==> config.mk <==
export PLATFORM = sky130hd
export DESIGN_NAME = spi_std_master
export DESIGN_NICKNAME = d
export VERILOG_FILES = /design/src/rtl/spi_std_master.sv
export SDC_FILE = /design/constraint.sdc
export NUM_CORES = 1
export LEC_CHECK = 0
export ABC_CLOCK_PERIOD_IN_PS = 3600
export BUFFER_PORTS_ARGS = -buffer_cell sky130_fd_sc_hd__buf_4
export CAP_MARGIN = 25
export CORE_MARGIN = 3
export CORE_UTILIZATION = 61
export DETAILED_ROUTE_END_ITERATION = 12
export PLACE_DENSITY = 0.95
export SYNTH_ARGS = -nofsm -noshare
export SYNTH_HDL_FRONTEND = slang
export SYNTH_SLANG_ARGS = --single-unit
export TNS_END_PERCENT = 10
==> constraint.sdc <==
create_clock -name clk -period 3.6 [get_ports clk]
set_clock_uncertainty 0.05 [all_clocks]
set_input_delay 0.72 -clock clk [delete_from_list [all_inputs] [get_ports clk]]
set_output_delay 0.72 -clock clk [all_outputs]
set_load 0.05 [all_outputs]
==> src/rtl/spi_std_master.sv <==
// SPI master, mode with SCK/CS_N idling high: MOSI changes on SCK rise, MISO captured on SCK fall.
// One LEN_SPI-bit word per transaction, LSB first, with parallel start/done handshake.
module spi_std_master #(
  parameter int LEN_SPI      = 32,
  parameter int BITS_CNT_SPI = 6,
  parameter int CLK_DIV      = 4,
  parameter int CS_SETUP     = 2,
  parameter int CS_HOLD      = 2,
  parameter int CS_GAP       = 4,
  parameter int TMR_W        = 8
) (
  input  logic               clk,
  input  logic               rst,
  input  logic               start,
  input  logic [LEN_SPI-1:0] tx_data,
  output logic [LEN_SPI-1:0] rx_data,
  output logic               busy,
  output logic               done,
  output logic               sck,
  output logic               cs_n,
  output logic               mosi,
  input  logic               miso
);

  localparam logic [TMR_W-1:0] SETUP_END = TMR_W'(CS_SETUP - 1);
  localparam logic [TMR_W-1:0] DIV_END   = TMR_W'(CLK_DIV - 1);
  localparam logic [TMR_W-1:0] HOLD_END  = TMR_W'(CS_HOLD - 1);
  localparam logic [TMR_W-1:0] GAP_END   = TMR_W'(CS_GAP - 1);
  localparam logic [BITS_CNT_SPI-1:0] LAST_BIT = BITS_CNT_SPI'(LEN_SPI - 1);

  typedef enum logic [2:0] {IDLE, SETUP, LOW, HIGH, HOLD, GAP} state_t;

  state_t                  state, state_next;
  logic [TMR_W-1:0]        timer;
  logic [BITS_CNT_SPI-1:0] bit_cnt;
  logic [LEN_SPI-2:0]      tx_rest;
  logic [LEN_SPI-1:0]      rx_shift;
  logic                    phase_end;
  logic                    last_bit;

  assign last_bit = (bit_cnt == LAST_BIT);

  always_comb begin
    phase_end  = 1'b0;
    state_next = state;
    case (state)
      IDLE:  if (start) state_next = SETUP;
      SETUP: begin
        phase_end = (timer == SETUP_END);
        if (phase_end) state_next = LOW;
      end
      LOW: begin
        phase_end = (timer == DIV_END);
        if (phase_end) state_next = last_bit ? HOLD : HIGH;
      end
      HIGH: begin
        phase_end = (timer == DIV_END);
        if (phase_end) state_next = LOW;
      end
      HOLD: begin
        phase_end = (timer == HOLD_END);
        if (phase_end) state_next = GAP;
      end
      GAP: begin
        phase_end = (timer == GAP_END);
        if (phase_end) state_next = IDLE;
      end
      default: state_next = IDLE;
    endcase
  end

  // The phase timer restarts from zero whenever the state changes.
  always_ff @(posedge clk) begin
    if (rst) begin
      state <= IDLE;
      timer <= '0;
    end else begin
      state <= state_next;
      if (state_next != state || state == IDLE) timer <= '0;
      else                                      timer <= timer + 1'b1;
    end
  end

  always_ff @(posedge clk) begin
    if (rst) begin
      sck      <= 1'b1;
      cs_n     <= 1'b1;
      mosi     <= 1'b0;
      busy     <= 1'b0;
      done     <= 1'b0;
      rx_data  <= '0;
      rx_shift <= '0;
      tx_rest  <= '0;
      bit_cnt  <= '0;
    end else begin
      done <= 1'b0;
      case (state)
        IDLE: if (start) begin
          // Bit 0 goes straight to the pad; only the remaining bits are kept.
          tx_rest  <= tx_data[LEN_SPI-1:1];
          mosi     <= tx_data[0];
          rx_shift <= '0;
          bit_cnt  <= '0;
          cs_n     <= 1'b0;
          busy     <= 1'b1;
        end
        SETUP, HIGH: if (phase_end) begin
          sck      <= 1'b0;
          rx_shift <= {miso, rx_shift[LEN_SPI-1:1]};
        end
        LOW: if (phase_end) begin
          sck <= 1'b1;
          if (!last_bit) begin
            bit_cnt <= bit_cnt + 1'b1;
            mosi    <= tx_rest[0];
            tx_rest <= tx_rest >> 1;
          end
        end
        HOLD: if (phase_end) begin
          cs_n    <= 1'b1;
          mosi    <= 1'b0;
          rx_data <= rx_shift;
          done    <= 1'b1;
        end
        GAP: if (phase_end) busy <= 1'b0;
        default: ;
      endcase
    end
  end

endmodule
# Yosys cells after proc, flatten, opt, wreduce, memory -nomap -nowiden

Index checks and enable logic that the tools add are counted.

Add/sub/neg operators: 2
Equal/unequal tests: 15
Multiplexer cells: 32
Bitwise operators: 1
Reductions and logical operators: 20

Operators by type and width:

| kind                                           | count |
|---|---|
| two-way mux 31 bit                             | 3 |
| two-way mux 32 bit                             | 2 |
| case mux 32 bit (2 select lines)               | 1 |
| case mux 31 bit (2 select lines)               | 1 |
| two-way mux 3 bit                              | 7 |
| two-way mux 6 bit                              | 3 |
| case mux 3 bit (6 select lines)                | 1 |
| inequality test 2 bit (second input constant)  | 6 |
| case mux 6 bit (2 select lines)                | 1 |
| AND reduction 3 bit                            | 4 |
| nonzero test 2 bit                             | 5 |
| adder 8 x 1 -> 8 bit (second input constant)   | 1 |
| == test 8 x 1 -> 1 bit (second input constant) | 1 |
| == test 8 x 2 -> 1 bit (second input constant) | 1 |
| two-way mux 1 bit                              | 8 |
| case mux 1 bit (2 select lines)                | 4 |
| OR reduction 2 bit                             | 4 |
| adder 6 x 1 -> 6 bit (second input constant)   | 1 |
| == test 3 x 2 -> 1 bit (second input constant) | 2 |
| == test 3 bit (second input constant)          | 2 |
| == test 6 x 5 -> 1 bit (second input constant) | 1 |
| AND reduction 5 bit                            | 1 |
| AND reduction 4 bit                            | 1 |
| == test 3 x 1 -> 1 bit (second input constant) | 1 |
| 8 further kinds                                | 8 |

Flip-flop bits (word level): 117
Input bits: 36
Logic and storage cells: 81

# Logic depth before layout (Yosys ltp)

Gate-level depths: netlist of run 1.

Depth in word-level cells: 7
Mapped depth: 8
Mapped depth without buffers: 6

# Least setup slack after synthesis of run 1

Ideal clock, no wire load.

Kind: reg-to-reg
Start: register timer[0]
End: register rx_data[0]
Library setup time: 0.117 ns
Data arrival time: 1.772 ns
Slack: 1.661 ns
Cell stages (with the launch flop): 8
Buffers on the path: 2
Cell sequence: dfxtp_1 > ha_1 > buf_2 > mux2i_1 > o211ai_1 > a31oi_1 > buf_2 > a22o_1

Longest elaborated chain between the ends: 3
Elaborated cells between the ends (all ways): 4
Classes of those cells: eq/ne (2); mux (1); reduce/logical (1)

RTL lines:

| item                                                                    | line | RTL |
|---|---|---|
| from (decl)                                                             | 34   | `logic [TMR_W-1:0] timer;` |
| from (signal assigned)                                                  | 80   | `else timer <= timer + 1'b1;` |
| == test 8 x 2 -> 1 bit / == test 8 x 1 -> 1 bit (equally long branches) | -    |  |
| case mux 1 bit (2 select lines) (*)                                     | 46   | `case (state)` |
| AND reduction 2 bit (no source line) (*)                                | -    |  |
| to (signal assigned)                                                    | 122  | `rx_data <= rx_shift;` |
| to (decl)                                                               | 16   | `output logic [LEN_SPI-1:0] rx_data,` |

Mark *: on every way between the ends. The rest lies on a longest branch, timed or not.
A chain may end at the register's enable or synchronous reset.

# Final worst setup path of run 1

Start: register timer[0]
End: register rx_data[12]

The elaborated chain is that of the path after synthesis.

==> results.json, run 1 <==
{
  "place.gp.congestion": 0.8984,
  "cp.required_ns": 3.94,
  "synth_mux_area_share_pct": 14.08,
  "n_antenna_cell": 0,
  "fmax_mhz": 367.7,
  "p_leak_nw": 2.518,
  "core_area_mm2": 0.007848,
  "relSlewSlack_pct": 47.35,
  "fin_crit_ns": 2.719,
  "ant_nets": 0,
  "cts_max_level": 4,
  "yosys.area_share.xor_xnor_pct": 1.054,
  "avgRoutedWirePerCell_um": 18.88,
  "ys_seq_elements": 117,
  "floorplan.initialDensity_pct": 63.50,
  "postCtsHoldBufs": 0,
  "cp_slowest_stage_delay_ns": 0.56,
  "synthCells": 498,
  "cts_sinks": 117,
  "cts-resized-gates": 0,
  "vias": 4207,
  "ir_worst_vdd_uv": 421.3,
  "yosysWarnings": 0,
  "cap_violations": 0,
  "synth_top_area_share_pct": 47.00,
  "grt_pass1_vias": 4126,
  "port_buffers": 72,
  "hold-worst-slack_ns": 0.4267,
  "synthAdderAreaFrac_pct": 0.7532,
  "syn-cell-area_mm2": 0.004984,
  "synthTopCellsByArea": "dfxtp_1, mux2i_1, a22o_1",
  "multi_input_area_mm2": 0.002377,
  "drc": 0,
  "worstSkewPairLatency_ns": 0.51,
  "grt_util_all_layers_pct": 27.38,
  "synth_top_family_by_area": "compound AO/OA/AOI/OAI gates",
  "syn-num-nets": 537,
  "final_net_count": 594,
  "synth_top_cells_by_count": "dfxtp_1, nand2_1, mux2i_1",
  "synthArstFlopShare_pct": 0,
  "crit_type": "reg -> reg",
  "root_buffer": "clkbuf_8",
  "synth_compound_area_share_pct": 15.59,
  "clock_path_buffers": 2,
  "final-hold-violation-count": 0,
  "viasPerCell": 6.307,
  "grt_pass1_wl_um": 19690,
  "crit_arrival_ns": 3.06,
  "yosysUniqueCellTypes": 51,
  "p_total_mw": 3.270,
  "start_kind": "register",
  "gr-total-overflow": 0,
  "path_clk_slew_ns": 0.06,
  "fillCellCount": 474,
  "rows": 32,
  "synth_top_area_cell": "dfxtp_1",
  "power_density_mw_per_mm2": 538.3,
  "crit_chain": "ha_1 -> mux2i_1 -> o211ai_1 -> a31oi_2 -> buf_12 -> a22o_1",
  "seqCellArea_mm2": 0.002342,
  "fin_crit_sh_pct": 75.54,
  "grt_max_degree": 46,
  "die-area_mm2": 0.009290,
  "setup_viol": 0,
  "path_max_fanout": 20,
  "dp_hpwl_um": 7137,
  "synth.most_common_cell": "dfxtp_1",
  "antenna_found_initial": 0,
  "seq_area_frac_synth_pct": 47.00,
  "outcome": "finished clean",
  "end_kind": "register",
  "drt_iter0_drc": 356,
  "syn_area_per_cell_um2": 10.01,
  "layout-drive-gt1-share_pct": 22.30,
  "cts_inserted_buffers": 17,
  "synth_edf_count": 0,
  "synth_flop_cell": "dfxtp_1",
  "drtPass1Iterations": 6,
  "dieHeight_um": 96.39,
  "tightest_slew_ns": 0.7873,
  "io_pins": 73,
  "die_width_um": 96.39,
  "crit_path_top_delay_cell": "o211ai_1",
  "hold_class": "reg -> reg",
  "wl_um": 12600,
  "cts_tree": "yes",
  "area_growth_syn_to_layout_pct": 21.89,
  "rsz0062_at_grt": "no",
  "setup_tns_ns": 0,
  "slew_violations": 0,
  "cts_setup_buffers": 0,
  "yosys.area_share.simple_pct": 15.54
}
[metal layers]
layer / up-vias / share of wire, % / track usage, %
li1: 1914 / - / -
met1: 2048 / 39 / 32.66
met2: 210 / 51 / 47.56
met3: 35 / 7.2 / 7.204
met4: 0 / 2.6 / 9.696
met5: - / 0 / 0
[state kept, by name (all words and copies together) (netlist names)]
register  flops
timer         8
tx_rest      31
mosi          1
sck           1
bit_cnt       6
rx_data      32
state         3
rx_shift     32
done          1
busy          1
cs_n          1
[worst max-delay path: cells and delay by family (launching register included)]
| kind | cells | cell delay (ns) |
|---|---|---|
| buffers and inverters | 1 | 0.29 |
| multiplexers | 1 | 0.18 |
| flip-flops | 1 | 0.40 |
| AO/OA/AOI/OAI | 3 | 1.23 |
| adder cells (fa/ha/maj) | 1 | 0.42 |
[kinds of logic after synthesis]
kind of cell,after synthesis
mux,70
buf+inv,50
flops,117
compound gates,90
fa+ha+maj,3
xor+xnor,6
simple gates,162
[report_power, final]
| group | switching [mW] | internal, mW |
|---|---|---|
| clock | 0.572 | 1.09 |
| combinational | 0.140 | 0.0976 |
| sequential | 0.0297 | 1.34 |
| total | 0.742 | 2.53 |
[cell type report]
cell class                 count  area share, %
sequential                   117          38.56
clock inverter                 9          2.122
timing repair buffer          80          10.09
clock buffer                  20          7.497
tap                          102          2.101
multi-input combinational    331          39.13
inverter                       8         0.4943
[per-stage QoR]
step,area [µm²],worst slack (ns),instances,utilization [%]
global route,6075,0.7215,667,77.41
detailed placement,5490,0.9814,638,69.96
finish,6075,0.8805,667,77.41
CTS,6075,0.9064,667,77.41
floorplan,4984,1.661,498,-
global placement,5490,1.122,638,69.96
[layout by cell type (no fill, tap or decap), drive strengths merged, types with 2 or more instances in the layout]
master and count:
a21oi 2, a221oi 31, a22o 32, a311oi 2, a31oi 8, and2 4, and3 4, and4 2
buf 80, bufinv 3, clkbuf 20, clkinv 4, clkinvlp 2, dfxtp 117, ha 3, inv 8
mux2i 69, nand2 74, nand2b 4, nand3 9, nand4 2, nor2 41, nor3 6, nor3b 3
nor4 4, o21ai 6, or3 4, xnor2 2, xor2 4
[worst paths after layout]
path	startpoint	endpoint	slack, ns	cells after the start
setup / recovery	timer[0]	rx_data[12]	0.88	6
hold / removal	rx_data[31]	rx_data[31]	0.43	1
setup reg to reg	timer[0]	rx_data[12]	0.88	6
hold reg to reg	rx_data[31]	rx_data[31]	0.43	1
(Power assumes the default switching activity.)
==> run 2: changes to the inputs <==
Settings changed: ABC_CLOCK_PERIOD_IN_PS 3600 to 2530, CORE_UTILIZATION 61 to 57, PLACE_DENSITY 0.95 to 0.92.
Clock period 3.6 ns to 2.53 ns, I/O delays scaled along.
==> results.json, run 2 (synthesis gave the netlist of run 1 again) <==
{
  "crit_type": "reg -> reg",
  "cts_setup_buffers": 0,
  "p_leak_nw": 2.572,
  "final-hold-violation-count": 0,
  "floorplan.initialDensity_pct": 59.75,
  "hp-start": "miso",
  "holdPathEnd": "rx_shift[31]",
  "relSlewSlack_pct": 51.42,
  "ant_nets": 0,
  "vias": 4175,
  "die-area_mm2": 0.009901,
  "wl_um": 12060,
  "start_kind": "register",
  "cts_inserted_buffers": 17,
  "ir_worst_vdd_uv": 479.0,
  "placedCellCount": 647,
  "drtPass1Iterations": 6,
  "final_net_count": 600,
  "layout_common_cells": "dfxtp_1, buf_4, nand2_1, mux2i_1, nor2_1",
  "fmax_mhz": 427.9,
  "viasPerCell": 6.149,
  "worstRegToRegCells": 6,
  "fin_crit_sh_pct": 92.36,
  "end_kind": "register",
  "n_antenna_cell": 0,
  "area_growth_syn_to_layout_pct": 24.20,
  "final_cells": 679,
  "drc": 0,
  "dp_hpwl_um": 7056,
  "antenna_found_initial": 0,
  "cts_tree": "yes",
  "avgRoutedWirePerCell_um": 17.76,
  "gr-total-overflow": 0,
  "crit_arrival_ns": 2.66,
  "root_buffer": "clkbuf_8",
  "io_pins": 73,
  "reg2reg_to": "tx_rest[10]",
  "drt_iter0_drc": 446,
  "r2r_setup_slack_ns": 0.19,
  "rsz0062_at_grt": "no",
  "fin_crit_ns": 2.337,
  "outcome": "finished clean",
  "final_common_cell": "dfxtp_1",
  "grt_pass1_vias": 4029,
  "worstHoldPathCells": 3,
  "power_density_mw_per_mm2": 777.3,
  "top_regs": "rx_data x32, rx_shift x32, tx_rest x31",
  "postCtsHoldBufs": 0,
  "tightest_slew_ns": 0.7253,
  "rows": 33,
  "clock_path_buffers": 2,
  "grt_util_all_layers_pct": 24.99,
  "setup_viol": 0,
  "grt_pass1_wl_um": 19820,
  "path_max_fanout": 30,
  "cp.required_ns": 2.85,
  "place.gp.congestion": 0.9095,
  "cap_violations": 0,
  "layout-drive-gt1-share_pct": 23.52,
  "core_area_mm2": 0.008341,
  "die_width_um": 99.51,
  "worstReg2RegStart": "state[1]",
  "worstSkewPairLatency_ns": 0.52,
  "path_clk_slew_ns": 0.06,
  "cts-resized-gates": 0,
  "setup_tns_ns": 0,
  "grt_max_degree": 46,
  "hold_class": "in -> reg",
  "cts_max_level": 4,
  "slew_violations": 0,
  "dieHeight_um": 99.51,
  "cts_sinks": 117,
  "port_buffers": 72
}
run 2: changes by cell type in the layout (fill, tap and decap cells not counted):
cell       change
bufinv_16      +1
buf_4          +4
clkbuf_8       -2
clkinv_2       -1
inv_6          +4
buf_12         +2
clkinv_4       +1
run 2: final cells by class:
class	count	area, µm²
clock inverter	14	197.7
multi-input combinational	331	2377
timing repair buffer	86	683.2
clock buffer	18	427.9
inverter	8	30.03
fill	517	2151
tap	105	131.4
sequential	117	2342
run 2: metal layers:
layer	global-route usage, %	vias up	wire length [µm]
met5	0	-	0
met2	41.58	204	5851
met1	30.95	2005	5073
met4	9.874	0	241
met3	6.522	35	895
li1	-	1931	-
run 2: through the flow:
stage          worst slack (ns)  area (µm²)  power [mW]  utilization [%]  hold WS, ns
3_3_place_gp             0.5263        5564       2.289            66.71       0.3946
6_report                 0.1932        6190       4.811            74.21       0.1898
4_1_cts                  0.2956        6190       4.821            74.21       0.1839
5_1_grt                 0.06930        6190       4.945            74.21       0.1828
2_1_floorplan            0.5915        4984       2.197                -       0.3850
3_5_place_dp             0.3496        5564       2.308            66.71       0.4101
run 2: where the power goes:
group / switching, mW / internal (mW) / total (mW)
Combinational: 0.199 / 0.142 / 0.341
Sequential: 0.0388 / 1.90 / 1.94
Clock: 0.894 / 1.64 / 2.53
run 2: worst max path at each step:
stage	start	endpoint	slack [ns]	cells past startpoint
after CTS	state[1]	tx_rest[10]	0.30	6
final	state[1]	tx_rest[10]	0.19	6
after global routing	timer[0]	tx_rest[10]	0.07	6
after floorplan	timer[0]	rx_data[0]	0.59	7
after detailed placement	timer[0]	tx_rest[14]	0.35	6
after global placement	timer[0]	tx_rest[14]	0.53	6
run 2: worst max-delay path: stages (launching register included):
cell and delay, ns:
dfxtp_1 0.49, buf_4 0.22, nor3b_1 0.37, o21ai_1 0.29, o31ai_4 0.23, buf_4 0.34
a221oi_1 0.18
